<file path="config.mk">
export PLATFORM = sky130hd
export DESIGN_NAME = count_bits_seq
export DESIGN_NICKNAME = d
export VERILOG_FILES = /design/src/rtl/count_bits_seq.sv
export SDC_FILE = /design/constraint.sdc
export NUM_CORES = 1
export LEC_CHECK = 0
export BUFFER_PORTS_ARGS = -buffer_cell sky130_fd_sc_hd__buf_2
export CELL_PAD_IN_SITES_DETAIL_PLACEMENT = 0
export CELL_PAD_IN_SITES_GLOBAL_PLACEMENT = 1
export CORE_MARGIN = 2
export CORE_UTILIZATION = 40
export CTS_BUF_LIST = sky130_fd_sc_hd__clkbuf_16
export CTS_CLUSTER_SIZE = 28
export DETAILED_ROUTE_END_ITERATION = 6
export PLACE_DENSITY = 0.83
export SYNTH_ARGS = -nofsm -noshare
export SYNTH_HDL_FRONTEND = slang
export SYNTH_SLANG_ARGS = --single-unit
</file>
<file path="constraint.sdc">
create_clock -name clk -period 3.3 [get_ports clk]
set_input_delay 0.33 -clock clk [delete_from_list [all_inputs] [get_ports clk]]
set_output_delay 0.33 -clock clk [all_outputs]
set_load 0.01 [all_outputs]
</file>
<file path="src/rtl/count_bits_seq.sv">
// count_bits_seq: sequential ones/zeros/leading-zero/trailing-zero counter
// scanning STEP bits per cycle, with a start/busy/done handshake.
module count_bits_seq #(
  parameter int DATA_WIDTH  = 16,
  parameter int STEP        = 4,
  parameter int COUNT_WIDTH = $clog2(DATA_WIDTH + 1)
) (
  input  logic                   clk,
  input  logic                   reset,
  input  logic                   start,
  input  logic [1:0]             mode,
  input  logic [DATA_WIDTH-1:0]  data,
  output logic                   busy,
  output logic                   done,
  output logic [COUNT_WIDTH-1:0] bit_count
);
  localparam int NCH = DATA_WIDTH / STEP;
  localparam int IW  = $clog2(NCH + 1);
  typedef enum logic [1:0] {IDLE, RUN, DONE} state_t;
  state_t                 state_q, state_d;
  logic [DATA_WIDTH-1:0]  temp_q, temp_d, shifted;
  logic [1:0]             mode_q, mode_d;
  logic [COUNT_WIDTH-1:0] count_q, count_d, bit_count_q, bit_count_d;
  logic [COUNT_WIDTH-1:0] pop, lz, tz, add;
  logic [IW-1:0]          idx_q, idx_d;
  logic [STEP-1:0]        lo, hi;
  logic                   lo_seen, hi_seen, last, fin;
  assign lo = temp_q[STEP-1:0];
  assign hi = temp_q[DATA_WIDTH-1 -: STEP];
  // Per-chunk counts; a chunk with no 1 yields STEP for both zero runs.
  always_comb begin
    pop     = '0;
    lz      = '0;
    tz      = '0;
    lo_seen = 1'b0;
    hi_seen = 1'b0;
    for (int i = 0; i < STEP; i++) begin
      pop     = pop + COUNT_WIDTH'(lo[i]);
      lo_seen = lo_seen | lo[i];
      tz      = tz + COUNT_WIDTH'(!lo_seen);
      hi_seen = hi_seen | hi[STEP-1-i];
      lz      = lz + COUNT_WIDTH'(!hi_seen);
    end
  end
  assign add     = mode_q == 2'b00 ? pop : mode_q == 2'b01 ? COUNT_WIDTH'(STEP) - pop :
                   mode_q[0] ? tz : lz;
  assign shifted = mode_q == 2'b10 ? temp_q << STEP : temp_q >> STEP;
  assign last    = idx_q == IW'(NCH - 1);
  assign fin     = last | (mode_q == 2'b00 && shifted == '0) |
                   (mode_q == 2'b10 && |hi) | (mode_q == 2'b11 && |lo);
  always_comb begin
    state_d     = state_q;
    temp_d      = temp_q;
    mode_d      = mode_q;
    count_d     = count_q;
    idx_d       = idx_q;
    bit_count_d = bit_count_q;
    case (state_q)
      RUN: begin
        temp_d  = shifted;
        count_d = count_q + add;
        idx_d   = idx_q + 1'b1;
        if (fin) begin
          state_d     = DONE;
          bit_count_d = count_q + add;
        end
      end
      default: begin
        if (start) begin
          state_d = RUN;
          temp_d  = data;
          mode_d  = mode;
          count_d = '0;
          idx_d   = '0;
        end else begin
          state_d = IDLE;
        end
      end
    endcase
  end
  always_ff @(posedge clk or negedge reset) begin
    if (!reset) begin
      state_q     <= IDLE;
      temp_q      <= '0;
      mode_q      <= '0;
      count_q     <= '0;
      idx_q       <= '0;
      bit_count_q <= '0;
    end else begin
      state_q     <= state_d;
      temp_q      <= temp_d;
      mode_q      <= mode_d;
      count_q     <= count_d;
      idx_q       <= idx_d;
      bit_count_q <= bit_count_d;
    end
  end
  assign busy      = state_q == RUN;
  assign done      = state_q == DONE;
  assign bit_count = bit_count_q;
endmodule
</file>
==> flow_summary.ini, run 1 <==
[status]
outcome = finished clean

[routing]
via_count = 1532
first_pass_iters = 4
wirelength_um = 4248
viasPerCell = 5.090
remaining_drc_errors = 0
post_drt_wl_per_cell_um = 14.11
drtIter0Drc = 62
ant_nets = 0

[sta]
final.setup_skew_ns = 0.003679
relSlewSlack_pct = 49.38
period_share_pct = 99.14
layout_min_cycle_time_ns = 3.272
tightest_slew_ns = 0.7594
setup_viol = 0
rsz0062_at_grt = true
timing.hold.ws_ns = 0.1280
report.final.slew_viol_count = 0
hold_viol = 0
fmax_ghz = 0.3057
final.setup.tns_ns = 0

[floorplanning]
die_area_um2 = 5739
pin_count = 28
die_w_um = 75.76
initial_core_util_pct = 40.84
core_um2 = 5042
num_rows = 26
dieHeight_um = 75.76

[synth]
synth-seq-cells = 33
postSynth.asyncResetShare_pct = 100.0
synth_nets = 236
netlist_instances = 196
synth_cell_types = 38
syn_avg_cell_area_um2 = 10.51
yosys_most_used_dff = dfrtp_1
synth_edf_count = 0
yosysSeqAreaShare_pct = 40.10
yosysWarnings = 0
synth_area_um2 = 2059

[layout]
multi_input_area_um2 = 1225
nNetsFinal = 270
seq_area_um2 = 825.8
antennaDiodeCount = 0
syn2layout_area_growth_pct = 22.84
utilization_pct = 50.17
n_fill_cell = 481
drive_above_1_share_pct = 30.74

[worst_setup_path]
crit_slowest_cell = fa_1
cpPeakStageDelay_ns = 0.55
rr_startpoint = temp_q[3]
cp.required_ns = 3.45
crit_arrival_ns = 3.42
crit_type = flop to flop
crit_path_start_kind = flop
cp-end-kind = flop
cp_common_cell = ha_4
path_cells = fa_1 > ha_2 > ha_4 > inv_4 > ha_4 > inv_2 > ha_4 > inv_1 > mux4_2 > ha_4 > a21o_1 > a21oi_2 > xnor2_2 > mux2i_1
cp-startpoint = temp_q[3]
worst-path-max-fanout = 3

[placement]
finalWeightedCongestion = 0.7646
hpwlAfterDp_um = 2802
port_buffers = 27

[worst_hold_path]
hold_path.class = input pin to async pin

[global_route]
grt.total_usage_pct = 16.42
grt_overflow_total = 0
grt_max_degree = 34
grt_pass1_wl_um = 6975
grt_pass1_vias = 1474
grt_antenna_before_repair = 0

[job]
drv_cap = 0

[clock_tree]
numClockSinks = 33
cts_tree = yes
h-tree-depth = 2
cts_buffers = 5
clock_latency_ns = 0.27
cts-root-buf = clkbuf_16
cts.clk_slew.worst_paths_ns = 0.05
clock_path_buffers = 2

[power_and_ir_drop]
peakVddDrop_uv = 480.7
power_density_nw_per_um2 = 1169
p_leak_nw = 1.201
routing by layer:
| layer | wire length (um) | vias to the layer above | track usage (%) |
|---|---|---|---|
| li1 | - | 761 | - |
| met1 | 2096 | 738 | 21.45 |
| met2 | 1935 | 29 | 25.48 |
| met3 | 164 | 4 | 4.497 |
| met4 | 52 | 0 | 7.212 |
| met5 | 0 | - | 0 |
area by class of cell:
type / count / area share [%]
Multi-Input combinational cell: 142 / 48.42
Sequential cell: 33 / 32.64
Timing Repair Buffer: 37 / 8.309
Clock buffer: 5 / 4.946
Tap cell: 70 / 3.462
Inverter: 11 / 1.731
Clock inverter: 3 / 0.4946
state kept, by name, summed over array words and instances (netlist names):
register   flops
bit_count      5
idx_q          3
mode_q         2
state_q        2
count_q        5
temp_q        16
what timing repair did:
item / 4_1_cts / 5_1_grt
buffers inserted: 1 / 3
endpoints found under the setup margin: 3 / 4
hold buffers: 0 / 0
pin swaps: 1 / 10
gates cloned: 0 / 0
resized for setup: 4 / 12
cell usage after synthesis (2+ instances only):
cell	instances	share of area, %
a21oi_1	11	2.7
buf_1	2	0.36
nor2_2	2	0.61
xnor2_1	3	1.3
dfrtp_1	33	40
nor2_1	6	1.1
mux2_2	2	1.1
clkbuf_1	3	0.55
a211oi_1	8	2.9
nand3b_1	8	2.9
o21ai_0	11	2.7
inv_1	10	1.8
fa_1	2	1.9
nor3_1	2	0.49
nand2_1	19	3.5
mux2_4	3	2.2
buf_6	2	1.1
nor2b_1	11	3.3
mux4_2	2	2.2
buf_2	3	0.73
a21o_1	2	0.73
mux2i_1	19	9.2
ha_1	17	10
final timing paths:
path	to	slack, ns	depth (start not counted)
max in group asynchronous	temp_q[6]	2.69	1
hold / removal	temp_q[11]	0.13	1
min in group clk	mode_q[0]	0.28	2
setup / recovery	bit_count[4]	0.03	14
hold reg to reg	bit_count[0]	0.50	1
setup reg to reg	bit_count[4]	0.03	14
worst max-delay path: cells and delay by family (launching register included):
kind / cells / cell delay [ns]
buf+inv: 3 / 0.12
fa+ha+maj: 6 / 1.58
xor+xnor: 1 / 0.14
compound gates: 2 / 0.34
mux: 2 / 0.58
flops: 1 / 0.40
report_power, final:
part | internal, mW | switching (mW)
sequential | 0.593 | 0.202
clock | 0.272 | 0.164
combinational | 0.888 | 0.839
cells in the final DEF, fill, tap and decap left out, types with 3 or more instances in the layout:
cell | synthesis | final
dfrtp_1 | 33 | 33
ha_1 | 17 | 11
inv_1 | 10 | 8
o21ai_0 | 11 | 11
buf_4 | 0 | 10
nor2b_1 | 11 | 11
clkbuf_16 | 0 | 5
mux2i_1 | 19 | 19
a21oi_1 | 11 | 9
ha_4 | 0 | 5
a211oi_1 | 8 | 8
nand3b_1 | 8 | 8
mux2_4 | 3 | 3
buf_2 | 3 | 27
nor2_1 | 6 | 6
nand2_1 | 19 | 19
cells by family (layout without fill, tap and decap cells):
logic type               after synthesis  after routing  synth area share [%]
adder cells (fa/ha/maj)               19             19                 12.27
multiplexers                          26             26                 14.70
AO/OA/AOI/OAI                         36             36                 10.81
XOR/XNOR                               4              4                 1.701
AND/OR/NAND/NOR                       57             57                 15.67
buffers and inverters                 21             56                 4.739
flip-flops                            33             33                 40.10
per-stage QoR:
stage               instance area [um2]  setup slack (ns)  std cells  power [mW]
floorplan                          2059           0.02751        196       1.874
finish                             2530           0.02850        301       2.958
global route                       2530          -0.08252        301       3.254
detailed placement                 2271          -0.07090        289       2.249
CTS                                2439          0.003650        298       2.766
global placement                   2271          -0.02633        289       2.227
(Power assumes the default switching activity.)
==> run 2: changes to the inputs <==
- CORE_UTILIZATION: 40 -> 45
- PLACE_DENSITY: 0.83 -> 0.87
- clock period: 3.3 -> 3.55 ns (I/O delays scaled with it)
==> flow_summary.ini, run 2 (synthesized netlist as in run 1, its figures left out) <==
[placement]
hpwlAfterDp_um = 2845
place_area_um2 = 2203
port_buffers = 27
finalWeightedCongestion = 0.8020

[routing]
wirelength_um = 4042
via_count = 1486
ant_nets = 0
post_drt_wl_per_cell_um = 14.86
drtIter0Drc = 58
first_pass_iters = 4
remaining_drc_errors = 0
viasPerCell = 5.463

[global_route]
met3_usage_pct = 2.954
grt_overflow_total = 0
gr-usage-met2_pct = 26.44
grt_pass1_vias = 1481
grt_use_met1_pct = 25.23
grt.total_usage_pct = 17.53
grt_antenna_before_repair = 0
top_usage_layer = met2
grt_max_degree = 34
grt_pass1_wl_um = 6955

[worst_setup_path]
r2r_cells = 11
rr_startpoint = temp_q[0]
cp-startpoint = temp_q[0]
worst-path-max-fanout = 4
cp.required_ns = 3.69
crit_arrival_ns = 3.56
crit_path_start_kind = flop
crit_type = flop to flop
regToRegSetupSlack_ns = 0.14
critical_path.endpoint = bit_count[4]
cp-end-kind = flop
reg2reg_to = bit_count[4]

[floorplanning]
num_rows = 24
pin_count = 28
die_w_um = 71.65
initial_core_util_pct = 46.97
core_um2 = 4384
die_area_um2 = 5134
dieHeight_um = 71.65

[layout]
layout_commonest_cell = dfrtp_1
largest_reg_flops = 16
top_register = temp_q
layout_common_cells = 31 x dfrtp_1, 27 x buf_2, 19 x mux2i_1, 19 x nand2_1, 16 x ha_1
antennaDiodeCount = 0
nNetsFinal = 260
fin_area_um2 = 2351
syn2layout_area_growth_pct = 14.16
drive_above_1_share_pct = 23.18

[job]
drv_cap = 0

[clock_tree]
cts_setup_buffers = 0
clock_latency_ns = 0.27
cts_tree = yes
cts-root-buf = clkbuf_16
ctsHoldBuffers = 0
cts_buffers = 5
numClockSinks = 33
ctsResizeCount = 0
h-tree-depth = 2
clock_path_buffers = 2
cts.clk_slew.worst_paths_ns = 0.05

[sta]
rsz0062_at_grt = false
period_share_pct = 96.10
fmax_ghz = 0.2931
relSlewSlack_pct = 29.49
tightest_slew_ns = 1.055
report.final.slew_viol_count = 0
setup_viol = 0
final.setup_skew_ns = 0.003285
hold_viol = 0
final.setup.tns_ns = 0
layout_min_cycle_time_ns = 3.412

[worst_hold_path]
hold_path.class = input pin to async pin

[power_and_ir_drop]
peakVddDrop_uv = 383.2
p_leak_nw = 1.144
power_density_nw_per_um2 = 1034

[status]
outcome = finished clean
run 2: cell types whose count changed in the layout (fill, tap and decap cells not counted), moves of 3 or more:
cell	change
buf_4	-10
ha_1	+5
ha_4	-4
inv_1	+3
run 2: critical path, stage by stage, from the launching register on:
cell	delay, ns
dfrtp_2	0.43
fa_1	0.50
ha_1	0.20
ha_1	0.28
inv_1	0.04
ha_1	0.27
mux4_2	0.49
fa_1	0.46
a21o_1	0.18
a21oi_1	0.18
xnor2_1	0.16
mux2i_1	0.10
run 2: final cells by class:
cell class                      instances  area, um2
Sequential cell                        33      828.3
Inverter                               11      41.29
Fill cell                             408       2033
Tap cell                               52      65.06
Clock inverter                          2      7.507
Clock buffer                            5      125.1
Timing Repair Buffer                   27      135.1
Multi-Input combinational cell        142       1149
run 2: how the worst min path moves through the flow:
stage	end	cells past startpoint	slack [ns]
2_1_floorplan	bit_count[0]	0	0.06
3_3_place_gp	idx_q[0]	1	0.47
3_5_place_dp	idx_q[0]	1	0.47
4_1_cts	idx_q[0]	1	0.19
5_1_grt	temp_q[13]	1	0.22
6_report	idx_q[0]	1	0.15
run 2: per-stage QoR:
stage | hold slack [ns] | utilization, % | instances | setup slack (ns) | power (mW)
6_report | 0.1530 | 53.62 | 272 | 0.1385 | 2.431
5_1_grt | 0.2171 | 53.62 | 272 | 0.0009230 | 2.685
4_1_cts | 0.1856 | 53.28 | 272 | 0.07144 | 2.438
3_5_place_dp | 0.4728 | 50.26 | 265 | 0.1162 | 2.021
3_3_place_gp | 0.4674 | 50.26 | 265 | 0.1980 | 1.990
2_1_floorplan | 0.05941 | - | 196 | 0.2775 | 1.742
run 2: report_power, final:
part | internal (mW) | total, mW | leakage (nW) | switching (mW)
sequential | 0.554 | 0.754 | 0.408 | 0.200
clock | 0.250 | 0.393 | 0.0685 | 0.143
combinational | 0.631 | 1.28 | 0.668 | 0.653
total | 1.44 | 2.43 | 1.14 | 0.996
run 2: layer usage:
metal,share of wire (%),wire length [um]
met5,0,0
met1,48,1929
met3,3.9,156
met2,47,1903
met4,1.3,54
